[config.mk]
export PLATFORM = sky130hd
export DESIGN_NAME = edge_pattern_generator_flat
export DESIGN_NICKNAME = d
export VERILOG_FILES = /design/src/rtl/edge_pattern_generator_if.sv /design/src/rtl/edge_pattern_generator.sv /design/src/flat_wrapper.sv
export SDC_FILE = /design/constraint.sdc
export NUM_CORES = 1
export LEC_CHECK = 0
export BUFFER_PORTS_ARGS = -buffer_cell sky130_fd_sc_hd__buf_2
export CAP_MARGIN = 20
export CORE_MARGIN = 2
export CORE_UTILIZATION = 40
export CTS_BUF_LIST = sky130_fd_sc_hd__clkbuf_8
export DETAILED_ROUTE_END_ITERATION = 10
export GPL_TIMING_DRIVEN = 0
export SYNTH_ARGS = -nofsm -noshare
export SYNTH_HDL_FRONTEND = slang
export SYNTH_SLANG_ARGS = --single-unit
[constraint.sdc]
create_clock -name clk -period 1.8 [get_ports clk]
set_input_delay 0.18 -clock clk [delete_from_list [all_inputs] [get_ports clk]]
set_output_delay 0.18 -clock clk [all_outputs]
set_load 0.02 [all_outputs]
[src/rtl/edge_pattern_generator_if.sv]
// Control/status bundle for the edge pattern generator.
// The master side requests bursts and observes the generated waveform.
// The slave side is the generator itself.
interface edge_pattern_generator_if #(
  parameter int CNT_W = 8,
  parameter int NUM_W = 8
);
  logic             start;
  logic [CNT_W-1:0] high_len;
  logic [CNT_W-1:0] low_len;
  logic [NUM_W-1:0] num_pulses;
  logic             abort;
  logic             ready;
  logic             busy;
  logic             dout;
  logic             edge_strobe;
  logic             done;

  modport master (
    output start, high_len, low_len, num_pulses, abort,
    input  ready, busy, dout, edge_strobe, done
  );

  modport slave (
    input  start, high_len, low_len, num_pulses, abort,
    output ready, busy, dout, edge_strobe, done
  );
endinterface

[src/rtl/edge_pattern_generator.sv]
// Burst square-wave generator: N pulses of H cycles high followed by L cycles
// low, with a one-cycle strobe on every transition of dout and a done pulse
// when a burst completes normally. Zero lengths are treated as one cycle.
module edge_pattern_generator #(
  parameter int CNT_W = 8,
  parameter int NUM_W = 8
) (
  input  logic                  clk,
  input  logic                  rst,
  edge_pattern_generator_if.slave bus
);

  typedef enum logic [1:0] {
    IDLE = 2'd0,
    HIGH = 2'd1,
    LOW  = 2'd2
  } state_t;

  state_t           state_q, state_d;
  logic [CNT_W-1:0] phase_cnt_q, phase_cnt_d;
  logic [NUM_W-1:0] pulse_cnt_q, pulse_cnt_d;
  logic [CNT_W-1:0] high_len_q, high_len_d;
  logic [CNT_W-1:0] low_len_q, low_len_d;
  logic             dout_q, dout_d;
  logic             busy_q, busy_d;
  logic             edge_q, edge_d;
  logic             done_q, done_d;

  // Effective phase lengths of the requested burst (a zero length means one cycle).
  logic [CNT_W-1:0] high_eff;
  logic [CNT_W-1:0] low_eff;
  assign high_eff = (bus.high_len == '0) ? CNT_W'(1) : bus.high_len;
  assign low_eff  = (bus.low_len  == '0) ? CNT_W'(1) : bus.low_len;

  // Next-state, counter and output computation; outputs are derived from the
  // next state so that they appear registered one cycle after the decision.
  always_comb begin
    state_d     = state_q;
    phase_cnt_d = phase_cnt_q;
    pulse_cnt_d = pulse_cnt_q;
    high_len_d  = high_len_q;
    low_len_d   = low_len_q;
    done_d      = 1'b0;

    case (state_q)
      IDLE: begin
        if (bus.start) begin
          high_len_d  = high_eff;
          low_len_d   = low_eff;
          pulse_cnt_d = bus.num_pulses;
          if (bus.num_pulses == '0) begin
            // Empty burst: acknowledge without producing any edge.
            done_d = 1'b1;
          end else begin
            state_d     = HIGH;
            phase_cnt_d = high_eff - CNT_W'(1);
          end
        end
      end

      HIGH: begin
        if (bus.abort) begin
          state_d     = IDLE;
          phase_cnt_d = '0;
          pulse_cnt_d = '0;
        end else if (phase_cnt_q == '0) begin
          state_d     = LOW;
          phase_cnt_d = low_len_q - CNT_W'(1);
        end else begin
          phase_cnt_d = phase_cnt_q - CNT_W'(1);
        end
      end

      LOW: begin
        if (bus.abort) begin
          state_d     = IDLE;
          phase_cnt_d = '0;
          pulse_cnt_d = '0;
        end else if (phase_cnt_q == '0) begin
          pulse_cnt_d = pulse_cnt_q - NUM_W'(1);
          if (pulse_cnt_q == NUM_W'(1)) begin
            // Last low phase finished: dout is already low, no extra edge.
            state_d     = IDLE;
            phase_cnt_d = '0;
            done_d      = 1'b1;
          end else begin
            state_d     = HIGH;
            phase_cnt_d = high_len_q - CNT_W'(1);
          end
        end else begin
          phase_cnt_d = phase_cnt_q - CNT_W'(1);
        end
      end

      default: begin
        state_d     = IDLE;
        phase_cnt_d = '0;
        pulse_cnt_d = '0;
      end
    endcase

    dout_d = (state_d == HIGH);
    busy_d = (state_d != IDLE);
    edge_d = dout_d ^ dout_q;
  end

  // State, counters, latched burst parameters and registered outputs.
  always_ff @(posedge clk or negedge rst) begin
    if (!rst) begin
      state_q     <= IDLE;
      phase_cnt_q <= '0;
      pulse_cnt_q <= '0;
      high_len_q  <= '0;
      low_len_q   <= '0;
      dout_q      <= 1'b0;
      busy_q      <= 1'b0;
      edge_q      <= 1'b0;
      done_q      <= 1'b0;
    end else begin
      state_q     <= state_d;
      phase_cnt_q <= phase_cnt_d;
      pulse_cnt_q <= pulse_cnt_d;
      high_len_q  <= high_len_d;
      low_len_q   <= low_len_d;
      dout_q      <= dout_d;
      busy_q      <= busy_d;
      edge_q      <= edge_d;
      done_q      <= done_d;
    end
  end

  assign bus.ready       = (state_q == IDLE);
  assign bus.busy        = busy_q;
  assign bus.dout        = dout_q;
  assign bus.edge_strobe = edge_q;
  assign bus.done        = done_q;

endmodule

[src/flat_wrapper.sv]
// flat-port wrapper written by rule: the top's interface ports become plain ports
module edge_pattern_generator_flat 
#(
  parameter int CNT_W = 8,
  parameter int NUM_W = 8
)
  (clk, rst, bus_start, bus_high_len, bus_low_len, bus_num_pulses, bus_abort, bus_ready, bus_busy, bus_dout, bus_edge_strobe, bus_done);
  edge_pattern_generator_if #(.CNT_W(CNT_W), .NUM_W(NUM_W)) bus_i ();
  input  logic clk;
  input  logic rst;
  input wire logic [$bits(bus_i.start)-1:0] bus_start;
  input wire logic [$bits(bus_i.high_len)-1:0] bus_high_len;
  input wire logic [$bits(bus_i.low_len)-1:0] bus_low_len;
  input wire logic [$bits(bus_i.num_pulses)-1:0] bus_num_pulses;
  input wire logic [$bits(bus_i.abort)-1:0] bus_abort;
  output wire logic [$bits(bus_i.ready)-1:0] bus_ready;
  output wire logic [$bits(bus_i.busy)-1:0] bus_busy;
  output wire logic [$bits(bus_i.dout)-1:0] bus_dout;
  output wire logic [$bits(bus_i.edge_strobe)-1:0] bus_edge_strobe;
  output wire logic [$bits(bus_i.done)-1:0] bus_done;
  assign bus_i.start = bus_start;
  assign bus_i.high_len = bus_high_len;
  assign bus_i.low_len = bus_low_len;
  assign bus_i.num_pulses = bus_num_pulses;
  assign bus_i.abort = bus_abort;
  assign bus_ready = bus_i.ready;
  assign bus_busy = bus_i.busy;
  assign bus_dout = bus_i.dout;
  assign bus_edge_strobe = bus_i.edge_strobe;
  assign bus_done = bus_i.done;
  edge_pattern_generator #(.CNT_W(CNT_W), .NUM_W(NUM_W)) u_core (.clk(clk), .rst(rst), .bus(bus_i));
endmodule
==> impl_metrics.json <==
{
  "yosysSeqAreaShare_pct": 37.42,
  "start_kind": "register",
  "drtPass1Iterations": 7,
  "first_iter_violations": 169,
  "yosysTopAreaCell": "dfrtp_1",
  "row_count": 29,
  "leakage_nw": 1.448,
  "critPathMaxStageDelay_ns": 0.57,
  "worstPathCellList": "buf_6, or4_4, nor4_4, mux2i_1, o31ai_1, a221o_1",
  "clk_pin_slew_ns": 0.09,
  "multiInputGateArea_um2": 1613,
  "crit_slowest_cell": "or4_4",
  "slew_headroom_pct": 42.60,
  "die_area_um2": 7007,
  "final-setup-viol-count": 8,
  "synth.avg_cell_area_um2": 9.412,
  "mappedNetlistArea_um2": 2541,
  "fmaxAchievable_mhz": 497.5,
  "synthCells": 270,
  "grt_pass1_vias": 2331,
  "area_delta_synth_final_pct": 35.45,
  "ys_warn_count": 0,
  "p_per_area_nw_per_um2": 1711,
  "grt_pass1_wl_um": 11520,
  "fp.dieH_um": 83.71,
  "hold_ws_ns": -0.01610,
  "register_area_um2": 957.2,
  "tritoncts": "built",
  "drive_gt1_share_pct": 41.98,
  "ys_types": 57,
  "synth_nets": 304,
  "grtUsageTotal_pct": 20.76,
  "dr_total_vias": 2426,
  "vias_per_cell": 5.776,
  "rsz0062_at_grt": "yes",
  "wl_per_cell_um": 17.24,
  "hold_path.class": "in -> async",
  "numCtsBuffers": 5,
  "clk_path_buf_depth": 2,
  "outcome": "complete, but fails checks",
  "ys.flop_type": "dfrtp_1",
  "core_region_area_um2": 6241,
  "finalCritPeriodShare_pct": 111.7,
  "failed_checks": "negative hold slack, negative setup slack",
  "antenna_cells": 0,
  "drtAntennaViolNets": 0,
  "tightest_slew_ns": 0.8611,
  "ys_seq_elements": 38,
  "synthTopCellsByCount": "dfrtp_1 (38), nor2_1 (21), nand2_1 (18), o21ai_0 (17), a21oi_1 (15)",
  "synth_area_leaders": "dfrtp_1 (37%), mux2_2 (4.0%), o21ai_0 (3.3%), nor2_1 (3.1%), a21oi_1 (3.0%)",
  "clk_latency_ns": 0.31,
  "synth.most_common_cell": "dfrtp_1",
  "cts_htree_levels": 2,
  "wl_um": 7239,
  "fill_cells": 560,
  "io_pins": 33,
  "holdBufCountCts": 0,
  "reg2reg_depth": 6,
  "drv_cap": 0,
  "portBuffers": 32,
  "overflow": 0,
  "grt_max_degree": 39,
  "async_flop_share_pct": 100.0,
  "fin_util_pct": 55.15,
  "crit_required_ns": 1.98,
  "clockRootBuffer": "clkbuf_8",
  "end_kind": "register",
  "arrival_ns": 2.19,
  "period_needed_ns": 2.010,
  "place_congestion": 0.8863,
  "fin_worst_skew_ns": 0.01341,
  "ir_drop_v": 0.0008522,
  "layout.nets": 376,
  "initial_utilization_pct": 40.72,
  "hold_viol_final": 24,
  "hpwlAfterDp_um": 4850,
  "synth_edf_count": 0,
  "setup_ws_ns": -0.2102,
  "fp.dieW_um": 83.71,
  "slew_violations": 0,
  "antenna_found_initial": 0,
  "power_w": 0.005890,
  "cts_sinks": 38,
  "synth_top_area_share_pct": 37.42,
  "drc": 0,
  "crit_fanout": 4,
  "critPathKind": "reg -> reg"
}
power by group:
part / switching (W) / internal [W]
clock network: 0.000345 / 0.000556
logic: 0.00164 / 0.00164
registers: 0.000448 / 0.00126
total: 0.00243 / 0.00346
path summary, 6_finish.rpt:
check	from	to	slack (ns)
min in group clk	bus_low_len[1]	u_core.low_len_q[1]$_DFFE_PN0P_	0.10
min	rst	u_core.phase_cnt_q[0]$_DFFE_PN0P_	-0.02
max reg2reg	u_core.phase_cnt_q[0]$_DFFE_PN0P_	u_core.phase_cnt_q[7]$_DFFE_PN0P_	-0.21
min reg2reg	u_core.bus.dout$_DFF_PN0_	u_core.bus.edge_strobe$_DFF_PN0_	0.47
max	u_core.phase_cnt_q[0]$_DFFE_PN0P_	u_core.phase_cnt_q[7]$_DFFE_PN0P_	-0.21
max in group asynchronous	rst	u_core.low_len_q[2]$_DFFE_PN0P_	1.21
sequential cells by signal, summed over array words and instances, names as in the netlist:
name,cells
u_core.bus.dout,1
u_core.state_q,2
u_core.pulse_cnt_q,8
u_core.bus.busy,1
u_core.low_len_q,8
u_core.phase_cnt_q,8
u_core.bus.done,1
u_core.bus.edge_strobe,1
u_core.high_len_q,8
area by class of cell:
type | instances | area share, %
Inverter | 16 | 1.818
Clock inverter | 3 | 1.999
Tap cell | 77 | 2.799
Sequential cell | 38 | 27.81
Buffer | 9 | 2.181
Timing Repair Buffer | 67 | 14.54
Multi-Input combinational cell | 205 | 46.86
Clock buffer | 5 | 1.999
repair_timing:
action / in CTS / in global routing
pin swaps: 19 / 17
resized for setup: 23 / 33
buffers inserted: 18 / 17
setup endpoints to repair: 29 / 23
gates cloned: 0 / 0
metal layers:
layer | share of wire (%) | wire [um] | global-route usage, %
met1 | 44 | 3182 | 26.53
met2 | 49 | 3526 | 35.13
met3 | 4.9 | 353 | 3.561
met4 | 2.4 | 177 | 7.771
met5 | 0 | 0 | 0
critical path: cells and delay by family, from the launching register on:
kind                   cells  cell delay, ns
AO/OA/AOI/OAI              2            0.42
buffers and inverters      1            0.12
flip-flops                 1            0.41
multiplexers               1            0.21
AND/OR/NAND/NOR            2            0.73
kinds of logic (layout without fill, tap and decap cells):
group | count (synthesis) | after routing | synth area share [%]
DFF | 38 | 38 | 37.42
xor gates and xnor gates | 15 | 15 | 5.170
buffers and inverters | 27 | 100 | 5.514
adders and majority gates | 6 | 6 | 2.954
muxes | 15 | 15 | 6.499
AOI/OAI and AO/OA | 81 | 81 | 23.09
and+or+nand+nor | 88 | 88 | 19.35
stage by stage:
stage / instance area [um2] / hold WS [ns] / setup WS [ns] / cells / setup TNS, ns
after floorplan: 2566 / -0.1156 / -0.003620 / 270 / -0.003620
after global placement: 2823 / 0.3593 / -0.2431 / 379 / -3.389
after detailed placement: 2823 / 0.3613 / -0.3089 / 379 / -3.627
after CTS: 3182 / 0.02879 / -0.2223 / 404 / -1.863
after global routing: 3442 / 0.07642 / -0.2987 / 420 / -1.996
final: 3442 / -0.01610 / -0.2102 / 420 / -0.7442
placed cells by master, fill, tap and decap left out, types with 3 or more instances in the layout:
cell type  synthesis  final
nor4_4             1      3
xnor2_1            8      7
o21ai_0           17      9
a22oi_1            5      5
o21ai_1            1      7
o31ai_1            4      4
mux2_2             9      9
nor3_1            13     11
or4_4              1      3
a21o_1             3      3
or4_1              5      3
nor2_1            21     21
dfrtp_1           38     33
mux2_1             3      3
inv_2              1      3
ha_1               6      5
o21ai_2            8     10
a31oi_1            4      4
buf_2              5     34
nand3_1            5      4
mux2i_1            3      3
inv_1             14     12
nor4_1             5      4
buf_6              3     14
nand2_1           18     16
clkbuf_8           0      5
buf_12             0      3
dfrtp_2            0      5
buf_4              2     25
xor2_1             7      7
or3_1              6      6
a21oi_2            1      4
a21oi_1           15     12
Power figures use the tool's default switching activity.
